<file path="src/rtl/weight_load_ctrl.sv">
// Load/drain sequencer for the per-column weight shift buffer.
// Fills DEPTH rows over valid/ready, then drains them into the array on start.
module weight_load_ctrl #(
    parameter int DEPTH = 8,
    parameter int CNTW  = 4
) (
    input  logic            clk,
    input  logic            rst,
    input  logic            in_valid,
    output logic            in_ready,
    input  logic            start,
    input  logic            abort,
    input  logic            out_stall,
    output logic            load_en,
    output logic            out_en,
    output logic [CNTW-1:0] row_idx,
    output logic            loaded,
    output logic            busy,
    output logic            done
);

    typedef enum logic [1:0] {
        IDLE  = 2'd0,
        LOAD  = 2'd1,
        FULL  = 2'd2,
        DRAIN = 2'd3
    } state_t;

    localparam logic [CNTW-1:0] LAST = CNTW'(DEPTH - 1);
    localparam logic [CNTW-1:0] ONE  = CNTW'(1);

    state_t          state, state_n;
    logic [CNTW-1:0] count, count_n;
    logic            done_n;

    always_ff @(posedge clk or negedge rst) begin
        if (!rst) begin
            state <= IDLE;
            count <= '0;
            done  <= 1'b0;
        end else begin
            state <= state_n;
            count <= count_n;
            done  <= done_n;
        end
    end

    // Handshake enables stay combinational; rst gating keeps them low in reset
    always_comb begin
        in_ready = rst & ((state == IDLE) | (state == LOAD));
        load_en  = in_valid & in_ready;
        out_en   = rst & (state == DRAIN) & ~out_stall;
        loaded   = (state == FULL);
        busy     = ((state == LOAD) & (count != '0))
                 | (state == FULL)
                 | (state == DRAIN);
        row_idx  = count;
    end

    always_comb begin
        state_n = state;
        count_n = count;
        done_n  = 1'b0;
        unique case (state)
            IDLE: begin
                if (load_en) begin
                    state_n = LOAD;
                    count_n = ONE;
                end
            end
            LOAD: begin
                if (load_en) begin
                    if (count == LAST) begin
                        state_n = FULL;
                        count_n = '0;
                    end else begin
                        count_n = count + ONE;
                    end
                end
            end
            FULL: begin
                if (start) begin
                    state_n = DRAIN;
                end
            end
            DRAIN: begin
                if (out_en) begin
                    if (count == LAST) begin
                        state_n = IDLE;
                        count_n = '0;
                        done_n  = 1'b1;
                    end else begin
                        count_n = count + ONE;
                    end
                end
            end
            default: begin
                state_n = IDLE;
                count_n = '0;
            end
        endcase
        if (abort) begin
            state_n = IDLE;
            count_n = '0;
            done_n  = 1'b0;
        end
    end

endmodule
</file>
<file path="config.mk">
export PLATFORM = sky130hd
export DESIGN_NAME = weight_load_ctrl
export DESIGN_NICKNAME = d
export VERILOG_FILES = /design/src/rtl/weight_load_ctrl.sv
export SDC_FILE = /design/constraint.sdc
export NUM_CORES = 1
export LEC_CHECK = 0
export ABC_AREA = 1
export ABC_CLOCK_PERIOD_IN_PS = 1500
export CORE_MARGIN = 8
export CORE_UTILIZATION = 46
export DETAILED_ROUTE_END_ITERATION = 8
export GPL_TIMING_DRIVEN = 0
export PLACE_DENSITY = 0.76
export SETUP_SLACK_MARGIN = 0.05
export SKIP_CTS_REPAIR_TIMING = 1
export SLEW_MARGIN = 20
export SYNTH_ARGS = -nofsm -noshare
export SYNTH_HDL_FRONTEND = slang
export SYNTH_SLANG_ARGS = --single-unit
export TNS_END_PERCENT = 10
</file>
<file path="constraint.sdc">
create_clock -name clk -period 1.5 [get_ports clk]
set_input_delay 0.3 -clock clk [delete_from_list [all_inputs] [get_ports clk]]
set_output_delay 0.3 -clock clk [all_outputs]
set_load 0.02 [all_outputs]
</file>
==> results.json <==
{
  "diodes": 0,
  "placed_area_um2": 777,
  "syn-mean-instance-area_um2": 7.37,
  "route.vias.total": 604,
  "hpwl_um": 1120,
  "totalWireLength_um": 1520,
  "cp_max_fo": 4,
  "rows": 13,
  "placedCellCount": 112,
  "grt_first_pass_wirelength_um": 2260,
  "hold_class": "input pin to asynchronous set/reset pin",
  "finalSetupTns_ns": -0.646,
  "crit_path_end_kind": "output pin",
  "layout-drive-gt1-share_pct": 37.5,
  "synth_seq_cells": 7,
  "fin_ws_ns": -0.165,
  "insertion_delay_ns": 0.25,
  "syn2layout_area_growth_pct": 44.9,
  "yosys_warnings": 0,
  "syn-num-nets": 94,
  "drc": 0,
  "finalNonFillerCells": 119,
  "yosysSeqAreaShare_pct": 29.0,
  "outcome": "finished, violations left",
  "crit_required_ns": 1.20,
  "reg2regPathDepth": 10,
  "core-area_um2": 1270,
  "drt-initial-drc-count": 11,
  "hold_viol": 0,
  "synthDistinctLibCells": 21,
  "violations": "setup timing",
  "path_class": "flip-flop to output pin",
  "stdcell_area_um2": 876,
  "cts_max_level": 1,
  "antenna_found_initial": 0,
  "max_cap_viol_count": 0,
  "p_leak_nw": 0.530,
  "r2r_start": "state[1]",
  "synthTopCellsByArea": "dfrtp_1 (29%), ha_1 (12%), nand2_1 (12%)",
  "highest_layer": "met3",
  "r2r-end": "row_idx[2]",
  "period_needed_ns": 1.66,
  "die_w_um": 52.2,
  "grt_overflow": 0,
  "fin_crit_sh_pct": 111,
  "cts_tree": "yes",
  "power_density_nw_per_um2": 1580,
  "syn_inst": 82,
  "max_freq_ghz": 0.601,
  "grt_max_degree": 12,
  "finalSetupViolCount": 9,
  "wl_met3_um": 63,
  "gp_congestion": 0.833,
  "ant_nets": 0,
  "io_buffers": 15,
  "clockBufferDepth": 2,
  "reg2reg_slack_ns": -0.02,
  "viasPerCell": 5.08,
  "numCtsBuffers": 3,
  "nNetsFinal": 117,
  "max-slew-margin-rel_pct": 65.7,
  "ios": 16,
  "fin_hold_ws_ns": 0.00543,
  "synth_top_area_cell": "dfrtp_1",
  "met2_length_um": 762,
  "finClkSkew_ns": 0.00232,
  "start_util_pct": 47.6,
  "grt_pass1_vias": 540,
  "avgRoutedWirePerCell_um": 12.7,
  "clk_pin_slew_ns": 0.05,
  "max_slew.worst_pin.slew_ns": 0.514,
  "maxSlewViolCount": 0,
  "total_power_mw": 1.38,
  "synth.top_cell.area_share_pct": 29.0,
  "clock_tree.root_cell": "clkbuf_4",
  "vdd_drop_max_v": 0.00112,
  "cp_data_arrival_time_ns": 1.36,
  "syn_area_um2": 604,
  "first_pass_iters": 4,
  "start_kind": "flip-flop",
  "die_y_um": 52.2,
  "met1Wirelength_um": 689,
  "clkSinkCount": 7,
  "die_area_um2": 2730,
  "grt_setup_unrepaired": "true",
  "track_usage_pct": 10.7
}
-- critical path: stages, from the launching register on --
cell and delay, ns:
dfrtp_1 0.42, inv_2 0.12, ha_4 0.18, inv_4 0.04, nand2_2 0.06, nand3_2 0.10, inv_2 0.09, buf_6 0.11
-- cells in the final DEF, fill, tap and decap left out --
master / Yosys / layout
a211oi_1: 1 / 1
nand2_2: 2 / 4
nand2_4: 1 / 1
buf_6: 0 / 3
nor2_4: 1 / 1
and2_1: 1 / 1
dfrtp_2: 0 / 1
dfrtp_1: 7 / 6
clkdlybuf4s50_1: 0 / 4
ha_4: 0 / 2
nand2_1: 20 / 18
buf_4: 0 / 2
nor2_1: 8 / 8
o211ai_2: 1 / 1
nand3_1: 7 / 7
nand3_2: 3 / 3
inv_1: 11 / 6
or2_2: 1 / 1
inv_2: 3 / 6
nor4_1: 1 / 1
clkbuf_2: 0 / 2
dlymetal6s2s_1: 0 / 7
ha_1: 6 / 4
inv_4: 0 / 2
clkbuf_1: 0 / 1
o21ai_2: 4 / 5
nand4_1: 1 / 1
clkinv_2: 1 / 1
clkbuf_4: 0 / 3
nor2_2: 1 / 1
-- sequential cells by signal, summed over array words and instances, names as in the netlist --
| register | cells |
|---|---|
| done | 1 |
| row_idx | 4 |
| state | 2 |
-- report_power, final --
part,internal [mW],switching (mW)
Sequential,0.235,0.0559
Combinational,0.388,0.535
Clock,0.101,0.0692
Total,0.725,0.660
-- worst max-delay path by stage --
stage | startpoint | cells past startpoint | to | slack (ns)
after CTS | rst | 4 | out_en | -0.85
final | state[1] | 7 | load_en | -0.16
after global routing | state[1] | 7 | load_en | -0.24
after floorplan | row_idx[0] | 5 | busy | 0.11
after global placement | rst | 4 | out_en | -0.84
after detailed placement | rst | 4 | out_en | -0.84
-- synthesized netlist by cell type (all sizes together) --
master	count
nor4	1
dfrtp	7
nand3	10
clkinv	1
nor2	10
o21ai	5
nand4	1
nand2	23
inv	14
a211oi	1
ha	6
o211ai	1
or2	1
and2	1
-- final cells by class --
class                      count  area, µm²
multi-input combinational     60        405
inverter                      15       62.6
timing repair buffer          18        186
fill                         113        393
clock buffer                   4       26.3
sequential                     7        176
tap                           15       18.8
-- per-stage QoR --
step                utilization (%)  worst slack, ns
floorplan                         -            0.105
global placement               61.2           -0.836
detailed placement             61.2           -0.835
CTS                            63.3           -0.854
global route                   69.0           -0.239
finish                         69.0           -0.165
-- cell families (layout without fill, tap and decap cells) --
| logic type | Yosys count | after routing | share of synthesized area [%] |
|---|---|---|---|
| buffers and inverters | 15 | 37 | 9.52 |
| AO/OA/AOI/OAI | 7 | 7 | 9.94 |
| adder cells (fa/ha/maj) | 6 | 6 | 12.4 |
| AND/OR/NAND/NOR | 47 | 47 | 39.1 |
| flip-flops | 7 | 7 | 29.0 |
-- routing by layer --
layer / up-vias / GRT usage, %
met1: 285 / 11.6
met2: 15 / 19.0
met4: 0 / 1.29
met3: 0 / 4.83
li1: 304 / -
met5: - / 0
(Power assumes the default switching activity.)
